### config.mk
export PLATFORM = sky130hd
export DESIGN_NAME = ram8_port_flat
export DESIGN_NICKNAME = d
export VERILOG_FILES = /design/src/rtl/memory_pkg.sv /design/src/rtl/ram8_port_if.sv /design/src/rtl/ram8_port_dmux8way.sv /design/src/rtl/ram8_port.sv /design/src/flat_wrapper.sv
export SDC_FILE = /design/constraint.sdc
export NUM_CORES = 1
export LEC_CHECK = 0
export ABC_AREA = 1
export CAP_MARGIN = 20
export CORE_UTILIZATION = 45
export DETAILED_ROUTE_END_ITERATION = 8
export GPL_TIMING_DRIVEN = 0
export SYNTH_ARGS = -nofsm -noshare
export SYNTH_HDL_FRONTEND = slang
export SYNTH_HIERARCHICAL = 1
export SYNTH_SLANG_ARGS = --single-unit
### constraint.sdc
create_clock -name clk_i -period 2.1 [get_ports clk_i]
set_input_delay 0.21 -clock clk_i [delete_from_list [all_inputs] [get_ports clk_i]]
set_output_delay 0.21 -clock clk_i [all_outputs]
set_load 0.05 [all_outputs]
### src/rtl/memory_pkg.sv
// Shared types for the eight-word register file: address type, FSM states
// and word count.
package memory_pkg;
    localparam int N_WORDS = 8;

    typedef logic [2:0] addr8_t;

    typedef enum logic {
        IDLE = 1'b0,
        RESP = 1'b1
    } state_e;
endpackage

### src/rtl/ram8_port_if.sv
// Request/response bus of ram8_port. Handshake: a transfer happens on a rising
// edge where valid and ready are both high; valid never waits on ready.
interface ram8_port_if #(
    parameter int WIDTH = 16
);
    import memory_pkg::*;

    logic             req_valid_i;
    logic             req_ready_o;
    logic             req_we_i;
    addr8_t           req_addr_i;
    logic [WIDTH-1:0] req_data_i;
    logic             rsp_valid_o;
    logic             rsp_ready_i;
    logic [WIDTH-1:0] rsp_data_o;
    logic             rsp_uninit_o;
    logic [7:0]       written_o;

    modport master (
        output req_valid_i, req_we_i, req_addr_i, req_data_i, rsp_ready_i,
        input  req_ready_o, rsp_valid_o, rsp_data_o, rsp_uninit_o, written_o
    );

    modport slave (
        input  req_valid_i, req_we_i, req_addr_i, req_data_i, rsp_ready_i,
        output req_ready_o, rsp_valid_o, rsp_data_o, rsp_uninit_o, written_o
    );
endinterface

### src/rtl/ram8_port_dmux8way.sv
// 8-way demultiplexer: routes in_i to the output selected by sel_i, all other
// outputs are zero.
module dmux8way #(
    parameter int WIDTH = 1
) (
    input  logic [WIDTH-1:0]      in_i,
    input  logic [2:0]            sel_i,
    output logic [7:0][WIDTH-1:0] out_o
);
    always_comb begin
        out_o        = '0;
        out_o[sel_i] = in_i;
    end
endmodule

### src/rtl/ram8_port.sv
// Eight-word register file behind a valid/ready request port with a
// registered, backpressurable response.
module ram8_port
    import memory_pkg::*;
#(
    parameter int               WIDTH     = 16,
    parameter logic [WIDTH-1:0] RESET_VAL = '0
) (
    input  logic        clk_i,
    input  logic        rst_ni,
    ram8_port_if.slave  bus,
    output state_e      state_o
);
    state_e              state_q, state_d;
    logic [WIDTH-1:0]    mem_q [N_WORDS];
    logic [N_WORDS-1:0]  written_q;
    logic [WIDTH-1:0]    rsp_data_q, rsp_data_d;
    logic                rsp_uninit_q, rsp_uninit_d;
    logic                rsp_valid;
    logic                acc;
    logic [WIDTH-1:0]    rd_word;
    logic [7:0][0:0]     load;

    assign rsp_valid       = (state_q == RESP);
    assign bus.req_ready_o = ~rsp_valid | bus.rsp_ready_i;
    assign acc             = bus.req_valid_i & bus.req_ready_o;

    assign bus.rsp_valid_o  = rsp_valid;
    assign bus.rsp_data_o   = rsp_data_q;
    assign bus.rsp_uninit_o = rsp_uninit_q;
    assign bus.written_o    = written_q;
    assign state_o          = state_q;

    dmux8way #(.WIDTH(1)) u_load_dmux (
        .in_i  (acc & bus.req_we_i),
        .sel_i (bus.req_addr_i),
        .out_o (load)
    );

    always_comb begin
        rd_word = RESET_VAL;
        case (bus.req_addr_i)
            3'd0: rd_word = mem_q[0];
            3'd1: rd_word = mem_q[1];
            3'd2: rd_word = mem_q[2];
            3'd3: rd_word = mem_q[3];
            3'd4: rd_word = mem_q[4];
            3'd5: rd_word = mem_q[5];
            3'd6: rd_word = mem_q[6];
            3'd7: rd_word = mem_q[7];
            default: rd_word = RESET_VAL;
        endcase
    end

    // A response is loaded on every accept; otherwise it is held unchanged.
    always_comb begin
        state_d      = state_q;
        rsp_data_d   = rsp_data_q;
        rsp_uninit_d = rsp_uninit_q;
        case (state_q)
            IDLE: if (acc) state_d = RESP;
            RESP: if (bus.rsp_ready_i && !acc) state_d = IDLE;
            default: state_d = IDLE;
        endcase
        if (acc) begin
            rsp_data_d   = bus.req_we_i ? bus.req_data_i : rd_word;
            rsp_uninit_d = bus.req_we_i ? 1'b0 : ~written_q[bus.req_addr_i];
        end
    end

    always_ff @(posedge clk_i or negedge rst_ni) begin
        if (!rst_ni) begin
            state_q      <= IDLE;
            rsp_data_q   <= '0;
            rsp_uninit_q <= 1'b0;
            written_q    <= '0;
            for (int n = 0; n < N_WORDS; n++) mem_q[n] <= RESET_VAL;
        end else begin
            state_q      <= state_d;
            rsp_data_q   <= rsp_data_d;
            rsp_uninit_q <= rsp_uninit_d;
            for (int n = 0; n < N_WORDS; n++) begin
                if (load[n][0]) begin
                    mem_q[n]     <= bus.req_data_i;
                    written_q[n] <= 1'b1;
                end
            end
        end
    end
endmodule

### src/flat_wrapper.sv
// flat-port wrapper written by rule: the top's interface ports become plain ports
module ram8_port_flat import memory_pkg::*;
#(
    parameter int               WIDTH     = 16,
    parameter logic [WIDTH-1:0] RESET_VAL = '0
)
  (clk_i, rst_ni, state_o, bus_req_valid_i, bus_req_we_i, bus_req_addr_i, bus_req_data_i, bus_rsp_ready_i, bus_req_ready_o, bus_rsp_valid_o, bus_rsp_data_o, bus_rsp_uninit_o, bus_written_o);
  ram8_port_if #(.WIDTH(WIDTH)) bus_i ();
  input  logic clk_i;
  input  logic rst_ni;
  output state_e state_o;
  input wire logic [$bits(bus_i.req_valid_i)-1:0] bus_req_valid_i;
  input wire logic [$bits(bus_i.req_we_i)-1:0] bus_req_we_i;
  input wire logic [$bits(bus_i.req_addr_i)-1:0] bus_req_addr_i;
  input wire logic [$bits(bus_i.req_data_i)-1:0] bus_req_data_i;
  input wire logic [$bits(bus_i.rsp_ready_i)-1:0] bus_rsp_ready_i;
  output wire logic [$bits(bus_i.req_ready_o)-1:0] bus_req_ready_o;
  output wire logic [$bits(bus_i.rsp_valid_o)-1:0] bus_rsp_valid_o;
  output wire logic [$bits(bus_i.rsp_data_o)-1:0] bus_rsp_data_o;
  output wire logic [$bits(bus_i.rsp_uninit_o)-1:0] bus_rsp_uninit_o;
  output wire logic [$bits(bus_i.written_o)-1:0] bus_written_o;
  assign bus_i.req_valid_i = bus_req_valid_i;
  assign bus_i.req_we_i = bus_req_we_i;
  assign bus_i.req_addr_i = bus_req_addr_i;
  assign bus_i.req_data_i = bus_req_data_i;
  assign bus_i.rsp_ready_i = bus_rsp_ready_i;
  assign bus_req_ready_o = bus_i.req_ready_o;
  assign bus_rsp_valid_o = bus_i.rsp_valid_o;
  assign bus_rsp_data_o = bus_i.rsp_data_o;
  assign bus_rsp_uninit_o = bus_i.rsp_uninit_o;
  assign bus_written_o = bus_i.written_o;
  ram8_port #(.WIDTH(WIDTH), .RESET_VAL(RESET_VAL)) u_core (.clk_i(clk_i), .rst_ni(rst_ni), .bus(bus_i), .state_o(state_o));
endmodule
==> results.toml <==
[outcome]
status = "finished clean"

[clock_tree]
htree_levels = 4
clkLatencyLatePin_ns = 0.43
cts_buffer_depth = 2
tritoncts = "built"
clk_pin_slew_ns = 0.06
cts_root_buffer = "clkbuf_16"
cts_setup_buffers = 0
numCtsBuffers = 17
cts.sinks = 154

[power_and_ir_drop]
max-vdd-ir-drop_mv = 0.871
p_per_area_mw_per_mm2 = 1030
leakage_nw = 4.37

[floorplan]
io_pins = 52
fp.dieH_um = 128
die_width_um = 128
core_area_mm2 = 0.0153
rows = 45
dieArea_mm2 = 0.0163
start_util_pct = 46.5

[global_route]
grt_pass1_vias = 6329
grt_max_degree = 115
grt_pass1_wl_um = 34500
grt_busiest_layer = "met2"
grt_use_total_pct = 28.6
antenna_found_initial = 0
met2_usage_pct = 45.3
met1_usage_pct = 38.5
overflow = 0
grt_use_met3_pct = 5.76

[timing]
finalCritPeriodShare_pct = 94.8
finalClockSkew_ns = 0.00650
finalSetupViolCount = 0
min_period_ns = 1.99
fin_tns_setup_ns = 0
final_hold_viol_count = 0
slew_headroom_pct = 52.4
worst_pin_slew_ns = 0.713
grt_setup_unrepaired = "yes"
slew_violations = 0
timing.fmax_mhz = 502

[worst_setup_path]
worstRegToRegCells = 11
r2r_start = "u_core/bus.rsp_valid_o$_DFF_PN0_"
start_kind = "flip-flop"
cp-end-kind = "flip-flop"
crit_arrival_ns = 2.33
crit_type = "flip-flop to flip-flop"
rrSetupSlack_ns = 0.11
path_max_fanout = 10
cp_data_required_time_ns = 2.44
worstReg2RegEnd = "u_core/mem_q[7]$_DFFE_PN0P_"

[job]
drv_cap = 0

[yosys]
synth_edf_count = 0
synth_top_cell_by_area = "dfrtp_1"
yosys_warnings = 6
ys_seq_area_share_pct = 54.1
synth_nets = 920
avgSynthCellArea_um2 = 7.95
yosysTopAreaCellShare_pct = 54.1
yosys.cell_count.top_type = "nand2_1"
synth.distinct_cells = 19
syn-cell-area_mm2 = 0.00712
synthTopCellsByArea = "dfrtp_1 54%, nand2_1 16%, o21ai_0 10%"
ys_dominant_reg_cell = "dfrtp_1"
synthCells = 896
ys_ff_latch = 154
netlist_top_cells_count = "306 x nand2_1, 154 x dfrtp_1, 144 x o21ai_0"
async_flop_share_pct = 100

[place]
portBuffers = 51
gp_congestion = 0.872
dp_hpwl_um = 15300

[routing]
drtAntennaViolNets = 0
drt_wl_total_um = 21600
num_vias = 6433
drt_pass1_iterations = 7
drt-initial-drc-count = 605
wl_per_cell_um = 18.1
drc_errors = 0
avgViaCountPerCell = 5.40

[final_layout]
drive_gt1_share_pct = 12.1
layout.nets = 992
post-route-util_pct = 57.0
area_delta_synth_final_pct = 22.5
antenna_cells = 0

[worst_hold_path]
hp-class = "input pin to async pin"
## metrics by stage
stage / hold slack, ns / instances / power [mW] / setup slack (ns) / area, um2
final: 0.249 / 1192 / 9.02 / 0.109 / 8720
after global routing: 0.277 / 1192 / 9.48 / -0.0145 / 8720
after CTS: 0.261 / 1192 / 9.06 / 0.0250 / 8690
after detailed placement: 0.119 / 1159 / 5.62 / -0.791 / 7940
after global placement: 0.465 / 1158 / 5.58 / -6.31 / 7910
after floorplan: -0.0856 / 896 / 4.99 / 0.0112 / 7130
## cell type report
class	count	area, um2
clock buffers	18	439
plain buffers	58	348
inverters	68	255
repair buffers	53	553
fillers	1507	6590
multi-input cells	616	2790
flip-flops and latches	154	3850
well taps	211	264
clock inverters	14	218
## worst max-delay path: stages, from the launching register on
cell      delay [ns]
dfrtp_2         0.43
nand2_4         0.09
nand2_4         0.10
inv_2           0.08
nand2_2         0.12
buf_8           0.19
inv_1           0.12
nand2_2         0.12
nor2_2          0.13
inv_1           0.11
clkbuf_2        0.21
o21ai_0         0.20
## power by group
part	total (mW)	internal, mW	switching, mW	leakage (nW)
Sequential	3.93	3.60	0.328	1.93
Clock	3.41	2.15	1.26	0.313
Combinational	1.68	0.595	1.09	2.13
Total	9.02	6.34	2.68	4.37
## kinds of logic (layout without fill, tap and decap cells)
group,after synthesis,after routing,synth area share (%)
AO/OA/AOI/OAI,161,161,11.3
flip-flops,154,154,54.1
buffers and inverters,126,211,7.34
AND/OR/NAND/NOR,455,455,27.3
## registers in the layout, summed over array words and instances, names as in the netlist
signal,count
u_core/bus.rsp_uninit_o,1
u_core/bus.written_o,8
u_core/mem_q,128
u_core/bus.rsp_valid_o,1
u_core/bus.rsp_data_o,16
## how the worst max path moves through the flow
stage / slack (ns) / to / start / cells past startpoint
3_3_place_gp: -6.31 / u_core/bus.rsp_valid_o$_DFF_PN0_ / rst_ni / 1
3_5_place_dp: -0.79 / u_core/mem_q[120]$_DFFE_PN0P_ / bus_rsp_ready_i / 12
5_1_grt: -0.01 / u_core/mem_q[7]$_DFFE_PN0P_ / u_core/bus.rsp_valid_o$_DFF_PN0_ / 11
2_1_floorplan: 0.01 / u_core/mem_q[123]$_DFFE_PN0P_ / u_core/bus.rsp_valid_o$_DFF_PN0_ / 10
6_report: 0.11 / u_core/mem_q[7]$_DFFE_PN0P_ / u_core/bus.rsp_valid_o$_DFF_PN0_ / 11
4_1_cts: 0.02 / u_core/mem_q[41]$_DFFE_PN0P_ / u_core/bus.rsp_valid_o$_DFF_PN0_ / 12
## timing repair
action / in CTS / in global routing
endpoints found under the setup margin: 129 / 129
endpoints found under the hold margin: 40 / 0
gates resized for setup: 43 / 56
hold buffers: 1 / 0
pin swaps: 1 / 3
## routing by layer
metal  vias to the layer above  part of all wire [%]  routed length (um)
li1                       3060                     -                   -
met1                      3129                    45                9750
met2                       203                    47               10100
met3                        41                   5.2                1120
met4                         0                   2.8                 605
met5                         -                     0                   0
## layout by cell type (no fill, tap or decap), drive strengths merged
cell,instances
nor2,46
nand4,61
nand3,33
dlygate4sd3,1
clkdlybuf4s50,50
bufinv,5
clkinv,4
or2,7
buf,46
dfrtp,154
clkbuf,32
inv,70
a21oi,16
clkinvlp,3
nand2,308
o21ai,145
Note: power is estimated with default switching activity, not from simulation.
